==> config.mk <==
export PLATFORM = sky130hd
export DESIGN_NAME = b_type_encoder
export DESIGN_NICKNAME = d
export VERILOG_FILES = /design/src/rtl/riscv_isa_pkg.sv /design/src/rtl/b_type_pack.sv /design/src/rtl/b_type_encoder.sv
export SDC_FILE = /design/constraint.sdc
export NUM_CORES = 1
export LEC_CHECK = 0
export ABC_CLOCK_PERIOD_IN_PS = 2000
export BUFFER_PORTS_ARGS = -buffer_cell sky130_fd_sc_hd__clkbuf_2
export CAP_MARGIN = 25
export CORE_AREA = 5 5 127 129
export CTS_BUF_LIST = sky130_fd_sc_hd__clkbuf_16
export DETAILED_ROUTE_END_ITERATION = 10
export DIE_AREA = 0 0 132 134
export HOLD_SLACK_MARGIN = 0.15
export PLACE_DENSITY = 0.7
export SYNTH_ARGS = -nofsm -noshare
export SYNTH_HDL_FRONTEND = slang
export SYNTH_SLANG_ARGS = --single-unit
==> constraint.sdc <==
create_clock -name clk -period 2 [get_ports clk]
set_input_delay 0.2 -clock clk [delete_from_list [all_inputs] [get_ports clk]]
set_output_delay 0.2 -clock clk [all_outputs]
set_load 0.01 [all_outputs]
==> src/rtl/riscv_isa_pkg.sv <==
`timescale 1ns/1ps
`default_nettype none
// +----------------------------------------------------------------------------+
// | riscv_isa_pkg                                                              |
// | RV32 B-type encoding constants, field struct and helper functions.         |
// | Rev 1.0                                                                    |
// +----------------------------------------------------------------------------+
package riscv_isa_pkg;

    localparam logic [6:0] OPC_BRANCH = 7'b1100011;

    localparam logic [2:0] F3_BEQ  = 3'b000;
    localparam logic [2:0] F3_BNE  = 3'b001;
    localparam logic [2:0] F3_BLT  = 3'b100;
    localparam logic [2:0] F3_BGE  = 3'b101;
    localparam logic [2:0] F3_BLTU = 3'b110;
    localparam logic [2:0] F3_BGEU = 3'b111;

    localparam int B_IMM_MIN = -4096;
    localparam int B_IMM_MAX = 4094;

    // Bit positions inside the 3-bit error vector {func3, align, range}.
    localparam int ERR_RANGE = 0;
    localparam int ERR_ALIGN = 1;
    localparam int ERR_FUNC3 = 2;

    typedef struct packed {
        logic [2:0]  func3;
        logic [4:0]  rs1;
        logic [4:0]  rs2;
        logic [12:0] imm13;
    } b_fields_t;

    function automatic logic b_func3_legal(input logic [2:0] f3);
        return (f3 == F3_BEQ)  || (f3 == F3_BNE)  ||
               (f3 == F3_BLT)  || (f3 == F3_BGE)  ||
               (f3 == F3_BLTU) || (f3 == F3_BGEU);
    endfunction

endpackage : riscv_isa_pkg
`default_nettype wire

==> src/rtl/b_type_pack.sv <==
`timescale 1ns/1ps
`default_nettype none
// +----------------------------------------------------------------------------+
// | b_type_pack                                                                |
// | Combinational packer: B-type fields -> 32-bit RV32 instruction word.       |
// | Rev 1.0                                                                    |
// +----------------------------------------------------------------------------+
module b_type_pack
    import riscv_isa_pkg::*;
(
    input  b_fields_t   fields,
    output logic [31:0] instr
);

    // imm13[0] is implicitly zero in the B-type encoding and never stored.
    logic w_unused_imm_lsb;
    assign w_unused_imm_lsb = fields.imm13[0];

    assign instr = {fields.imm13[12],
                    fields.imm13[10:5],
                    fields.rs2,
                    fields.rs1,
                    fields.func3,
                    fields.imm13[4:1],
                    fields.imm13[11],
                    OPC_BRANCH};

endmodule : b_type_pack
`default_nettype wire

==> src/rtl/b_type_encoder.sv <==
`timescale 1ns/1ps
`default_nettype none
// +----------------------------------------------------------------------------+
// | b_type_encoder                                                             |
// | Two-stage valid/ready RV32 B-type assembler with legality checks and a    |
// | saturating error counter. Build option: B_ENC_RVC_ALIGN_EN (2-byte align). |
// | Rev 1.0                                                                    |
// +----------------------------------------------------------------------------+
module b_type_encoder
    import riscv_isa_pkg::*;
#(
    parameter int XLEN  = 32,
    parameter int CNT_W = 16
) (
    input  logic             clk,
    input  logic             rst_n,
    input  logic             in_valid,
    output logic             in_ready,
    input  logic [2:0]       in_func3,
    input  logic [4:0]       in_rs1,
    input  logic [4:0]       in_rs2,
    input  logic [XLEN-1:0]  in_pc,
    input  logic [XLEN-1:0]  in_target,
    output logic             out_valid,
    input  logic             out_ready,
    output logic [31:0]      out_instr,
    output logic [2:0]       out_err,
    output logic [CNT_W-1:0] err_count
);

    logic             w_s1_adv;
    logic             w_s2_adv;

    logic [XLEN-1:0]  w_off;
    logic [XLEN-13:0] w_off_hi;
    logic             w_err_range;
    logic             w_err_align;
    logic             w_err_func3;
    logic [2:0]       w_err;
    b_fields_t        w_s1_next;

    logic             r_s1_valid;
    b_fields_t        r_s1_fields;
    logic [2:0]       r_s1_err;

    logic [31:0]      w_s1_instr;

    logic             r_s2_valid;
    logic [31:0]      r_s2_instr;
    logic [2:0]       r_s2_err;
    logic [CNT_W-1:0] r_err_count;

    // Stage 2 drains on consumer accept; stage 1 drains into a freed stage 2.
    assign w_s2_adv = !r_s2_valid || out_ready;
    assign w_s1_adv = !r_s1_valid || w_s2_adv;
    assign in_ready = w_s1_adv;

    // Offset legality: the 13-bit signed immediate must sign-extend to XLEN.
    assign w_off       = in_target - in_pc;
    assign w_off_hi    = w_off[XLEN-1:12];
    assign w_err_range = !((&w_off_hi) || !(|w_off_hi));
`ifdef B_ENC_RVC_ALIGN_EN
    assign w_err_align = w_off[0];
`else
    assign w_err_align = w_off[0] | w_off[1];
`endif
    assign w_err_func3 = !b_func3_legal(in_func3);

    always_comb begin
        w_err              = 3'b000;
        w_err[ERR_RANGE]   = w_err_range;
        w_err[ERR_ALIGN]   = w_err_align;
        w_err[ERR_FUNC3]   = w_err_func3;

        w_s1_next.func3    = in_func3;
        w_s1_next.rs1      = in_rs1;
        w_s1_next.rs2      = in_rs2;
        // A flagged word carries a zero immediate so it can never branch anywhere.
        w_s1_next.imm13    = (|w_err) ? 13'd0 : w_off[12:0];
    end

    always_ff @(posedge clk or negedge rst_n) begin
        if (!rst_n) begin
            r_s1_valid  <= 1'b0;
            r_s1_fields <= '0;
            r_s1_err    <= 3'b000;
        end else if (w_s1_adv) begin
            r_s1_valid <= in_valid;
            if (in_valid) begin
                r_s1_fields <= w_s1_next;
                r_s1_err    <= w_err;
            end
        end
    end

    b_type_pack u_pack (
        .fields (r_s1_fields),
        .instr  (w_s1_instr)
    );

    always_ff @(posedge clk or negedge rst_n) begin
        if (!rst_n) begin
            r_s2_valid <= 1'b0;
            r_s2_instr <= 32'd0;
            r_s2_err   <= 3'b000;
        end else if (w_s2_adv) begin
            r_s2_valid <= r_s1_valid;
            if (r_s1_valid) begin
                r_s2_instr <= w_s1_instr;
                r_s2_err   <= r_s1_err;
            end
        end
    end

    always_ff @(posedge clk or negedge rst_n) begin
        if (!rst_n) begin
            r_err_count <= '0;
        end else if (r_s2_valid && out_ready && (|r_s2_err) && (r_err_count != '1)) begin
            r_err_count <= r_err_count + 1'b1;
        end
    end

    assign out_valid = r_s2_valid;
    assign out_instr = r_s2_instr;
    assign out_err   = r_s2_err;
    assign err_count = r_err_count;

endmodule : b_type_encoder
`default_nettype wire

Word level (Yosys, flattened, before mapping)
Cells that the tools add are included. Widths: inputs -> output; s select.

Bits in registers: 79. Bits of input ports: 81. Output and inout bits: 53.

Add/sub/neg operators: 2. Equality and inequality tests: 6. Muxes and demuxes: 1. Bitwise logic cells: 1. Reductions and logical operators: 23.

Operators with widths (count): $sub 32x32->32 (1); $reduce_and 20->1 (1); $reduce_or 20->1 (1); $add 16x1->16 const B (1); $ne 16x16->1 const B (1); $mux 13 (1); $eq 3x3->1 const B (4); $logic_or 1x1->1 (8); $reduce_or 3->1 (2); $logic_not 1->1 (5); $reduce_and 2->1 (2); $eq 3x1->1 const B (1); $logic_and 1x1->1 (3); $logic_not 3->1 (1); $or 1x1->1 (1).

Logic depth before layout (Yosys ltp)
Depth after elaboration: 9. Depth in mapped cells: 15.

Cells and area by module
Synthesis repeated with hierarchy kept, for this count alone.

Cell total of the unflattened synthesis: 650. Area total of the unflattened synthesis: 5994.5 um2.

By module, submodules not included: b_type_encoder (times used 1, cells each 616, area each 5746.8 um2); b_type_pack (times used 1, cells each 34, area each 247.7 um2).

Least setup slack after synthesis
No wires, ideal clock.

Kind: input port to flip-flop. Start: in in_target[0]. End: reg r_s1_fields[10] (netlist bit). Library setup time: 92 ps. Arrival time: 2946 ps. Required time: 1908 ps. Path slack: -1038 ps. Cell stages on the path: 15. Buffers on the path: 1. Cell sequence: inv_1 > ha_1 > inv_1 > fa_1 > a21o_1 > a221o_1 > a211oi_2 > a211oi_2 > a31oi_1 > xor2_1 > nand4b_1 > nor4_2 > a22oi_1 > buf_6 > o31ai_2.

Cells in the longest elaborated chain, start to end: 7. Elaborated cells on any way between the ends: 9.

Ends and longest elaborated chain: from (decl) (line b_type_encoder.sv:23) `input logic [XLEN-1:0] in_target,`; $sub 32x32->32 (*) (line b_type_encoder.sv:59) `assign w_off = in_target - in_pc;`; $reduce_or 20->1 (line b_type_encoder.sv:61) `assign w_err_range = !((&w_off_hi) || !(|w_off_hi));`; $logic_not 1->1 (line b_type_encoder.sv:61); $logic_or 1x1->1 (line b_type_encoder.sv:61); $logic_not 1->1 (line b_type_encoder.sv:61); $reduce_or 3->1 (line b_type_encoder.sv:79) `w_s1_next.imm13 = (|w_err) ? 13'd0 : w_off[12:0];`; $mux 13 (*) (line b_type_encoder.sv:79); to (signal assigned) (line b_type_encoder.sv:90) `r_s1_fields <= w_s1_next;`; to (decl) (line b_type_encoder.sv:43) `b_fields_t r_s1_fields;`.

Mark *: on every way between the ends. The rest lies on a longest branch, timed or not. A chain may end at the register's enable or synchronous reset.

Worst setup path after layout
Start: in in_target[0]. End: reg r_s1_err[0].

Cells in the longest elaborated chain, start to end: 5. Elaborated cells on any way between the ends: 6.

Ends and longest elaborated chain: $sub 32x32->32 (*) (line b_type_encoder.sv:59); $reduce_or 20->1 (line b_type_encoder.sv:61); $logic_not 1->1 (line b_type_encoder.sv:61); $logic_or 1x1->1 (*) (line b_type_encoder.sv:61); $logic_not 1->1 (*) (line b_type_encoder.sv:61); to (signal assigned) (line b_type_encoder.sv:91) `r_s1_err <= w_err;`; to (decl) (line b_type_encoder.sv:44) `logic [2:0] r_s1_err;`.

Marked as above.

==> impl_metrics.env <==
export IMPL_rsz0062_at_grt="yes"
export IMPL_async_flop_share=1.000
export IMPL_slew_headroom=0.6466
export IMPL_die_w_um=132
export IMPL_core_area_um2=14920
export IMPL_p_int_mw=3.932
export IMPL_power_density_nw_per_um2=745.8
export IMPL_antennaDiodeCount=0
export IMPL_synth_cells=533
export IMPL_cts_max_level=3
export IMPL_place_gp_congestion=0.8811
export IMPL_worst_slew_pin_slew_ns=0.5301
export IMPL_fin_crit_sh=1.502
export IMPL_switchingPower_mw=1.573
export IMPL_max_stage_delay_ns=0.56
export IMPL_pin_count=134
export IMPL_fillCellCount=1327
export IMPL_yosysMostFrequentCell="dfrtp_1"
export IMPL_hold_viol_final=0
export IMPL_drcViolationCount=0
export IMPL_grt_pass1_wl_um=23320
export IMPL_start_util=0.3414
export IMPL_die_h_um=134
export IMPL_overflow=0
export IMPL_cts_root_buf="clkbuf_16"
export IMPL_grt_pass1_vias=4887
export IMPL_viasPerCell=4.880
export IMPL_nNetsFinal=906
export IMPL_path_clk_slew_ns=0.06
export IMPL_fin_ws_ns=-1.005
export IMPL_routedWlPerCell_um=13.89
export IMPL_postRouteAntennaNets=0
export IMPL_cts_tree="built"
export IMPL_start_kind="primary input"
export IMPL_finalPower_mw=5.505
export IMPL_synthTopCellsByArea="dfrtp_1 37%, mux2_2 9.9%, ha_1 7.9%"
export IMPL_power_frac_comb=0.317
export IMPL_drv_slew=0
export IMPL_numCtsBuffers=9
export IMPL_worstSetupEndpointType="flop"
export IMPL_ys_warnings_count=0
export IMPL_peakVddDrop_mv=0.5797
export IMPL_drt_iter0_markers=234
export IMPL_status="finished with violations"
export IMPL_yosysTopAreaCell="dfrtp_1"
export IMPL_dp_cells=949
export IMPL_finalSetupViolations=12
export IMPL_avgSynthCellArea_um2=9.557
export IMPL_arrival_ns=3.22
export IMPL_grt_max_degree=38
export IMPL_hold_path_class="primary input to flop"
export IMPL_dp_final_hpwl_um=11090
export IMPL_synth_top_area_frac=0.3685
export IMPL_p_leak_nw=3.667
export IMPL_cts_num_sinks=75
export IMPL_violations="negative setup slack"
export IMPL_crit_slowest_cell="or4_1"
export IMPL_std_cell_rows=45
export IMPL_die_area_um2=17690
export IMPL_drive_gt1_frac=0.4191
export IMPL_vias=4807
export IMPL_synth_edf_count=0
export IMPL_wirelength_um=13680
export IMPL_ys_seq_elements=75
export IMPL_firstDrtPassIters=5
export IMPL_antenna_found_initial=0
export IMPL_syn_cell_area_um2=5094
export IMPL_p_clk_frac=0.348
export IMPL_worstSetupPathType="primary input to flop"
export IMPL_cp_max_fo=12
export IMPL_ys_top_cells_by_count="75 x dfrtp_1, 52 x nand2_1, 45 x mux2_2"
export IMPL_cts_buffer_depth=2
export IMPL_seq_power_share=0.335
export IMPL_period_needed_ns=3.005
export IMPL_ys_seq_area_frac=0.3685
export IMPL_instances_no_fill=985
export IMPL_cp_cell_sequence="clkbuf_16, inv_12, ha_4, inv_2, fa_2, a21o_1, a221oi_1, o31ai_1, o31ai_1, a41oi_1, or4_1, nor4_2, a22oi_2, buf_12, mux2_2"
export IMPL_cap_violations=0
export IMPL_required_ns=2.21
export IMPL_grt_total_usage=0.1558
export IMPL_cpMostUsedCell="o31ai_1"
export IMPL_port_buffers=130
export IMPL_clk_latency_ns=0.33
export IMPL_synth_distinct_cells=67
export IMPL_max_freq_mhz=332.8
export IMPL_area_delta_synth_final_pct=44.90
export IMPL_switching_share=0.2857
export IMPL_synth_flop_cell="dfrtp_1"
export IMPL_finClkSkew_ns=0.003398
## state kept, by name, indices dropped and copies added, names as in the netlist
register,cells
err_count,16
out_err,3
out_instr,26
out_valid,1
r_s1_err,3
r_s1_fields,25
r_s1_valid,1
## worst max-delay path, delay by kind of cell
family,cells,cell delay (ns)
compound gates,6,1.22
mux,1,0.25
simple gates,2,0.74
fa+ha+maj,2,0.44
buf+inv,4,0.36
## power by group through the flow
stage               clock network, mW  registers [mW]  logic, mW
floorplan                           0            1.92      0.845
CTS                              1.95            1.84       1.74
finish                           1.92            1.84       1.75
global route                     2.02            1.87       1.93
global placement                    0            1.85       1.67
detailed placement                  0            1.86       1.70
## kinds of logic (layout without fill, tap and decap cells)
group	count (synthesis)	after routing	share of synthesized area
simple gates	159	159	0.1624
compound gates	120	120	0.1643
flops	75	75	0.3685
buf+inv	58	320	0.04913
mux	48	48	0.1054
xor+xnor	39	39	0.06706
fa+ha+maj	33	33	0.08253
other cells	1	3	0.0007362
## per-stage QoR
| step | TNS (ns) | worst slack (ns) | hold slack [ns] | area (um^2) | util |
|---|---|---|---|---|---|
| 2_1_floorplan | -10.76 | -0.9349 | -0.09559 | 5136 | - |
| 3_3_place_gp | -14.61 | -1.320 | 0.2140 | 6803 | 0.4559 |
| 3_5_place_dp | -15.59 | -1.393 | 0.2045 | 6803 | 0.4559 |
| 4_1_cts | -10.87 | -0.9927 | 0.1922 | 7337 | 0.4917 |
| 5_1_grt | -13.21 | -1.174 | 0.2431 | 7381 | 0.4947 |
| 6_report | -10.91 | -1.005 | 0.2038 | 7381 | 0.4947 |
## path summary, 6_finish.rpt
check / slack, ns / end / from / cells after the start
worst min register to register: 0.48 / r_s1_fields[3] / r_s1_fields[3] / 2
worst min-delay path: 0.20 / out_valid / out_ready / 3
worst max register to register: 0.15 / err_count[15] / err_count[1] / 9
max in group asynchronous: 0.98 / out_instr[26] / rst_n / 3
worst max-delay path: -1.00 / r_s1_err[0] / in_target[0] / 15
min in group asynchronous: 0.40 / err_count[5] / rst_n / 2
## cells in the final DEF, fill, tap and decap left out, types with 5 or more instances in the layout
cell type,instances
a21o_1,5
a21oi_1,32
and2_1,6
and4_1,6
buf_4,117
clkbuf_16,10
clkbuf_2,128
dfrtp_1,75
dlygate4sd3_1,15
ha_1,31
inv_1,38
mux2_2,45
nand2_1,51
nand2b_1,8
nand3_1,8
nand4_1,11
nor2_1,23
nor3_1,10
nor4_1,5
o21a_1,9
o21ai_0,17
o21ai_1,6
o31ai_2,7
or3_1,5
xnor2_1,20
xor2_1,19
## per-layer routing
metal	wire [um]	up-vias	global-route usage
met5	0	-	0
met4	145	0	0.03486
met3	797	12	0.03001
met2	6356	148	0.2625
met1	6381	2213	0.2083
li1	-	2434	-
## what timing repair did
| item | 4_1_cts | 5_1_grt |
|---|---|---|
| cloned | 0 | 0 |
| pin swaps | 2 | 3 |
| setup buffers | 1 | 4 |
| setup endpoints to repair | 12 | 14 |
| endpoints found under the hold margin | 35 | 0 |
| resized for setup | 3 | 3 |
| hold buffers | 15 | 0 |
## layout make-up
class                   count  area (um^2)  area share
repair buffers            264         1739      0.2356
flip-flops and latches     75         1877      0.2543
inverters                  40        162.7     0.02204
well taps                 188        235.2     0.03187
clock buffers               9        225.2     0.03051
multi-input cells         402         3010      0.4079
clock inverters             7        131.4     0.01780
Power figures use the tool's default switching activity.
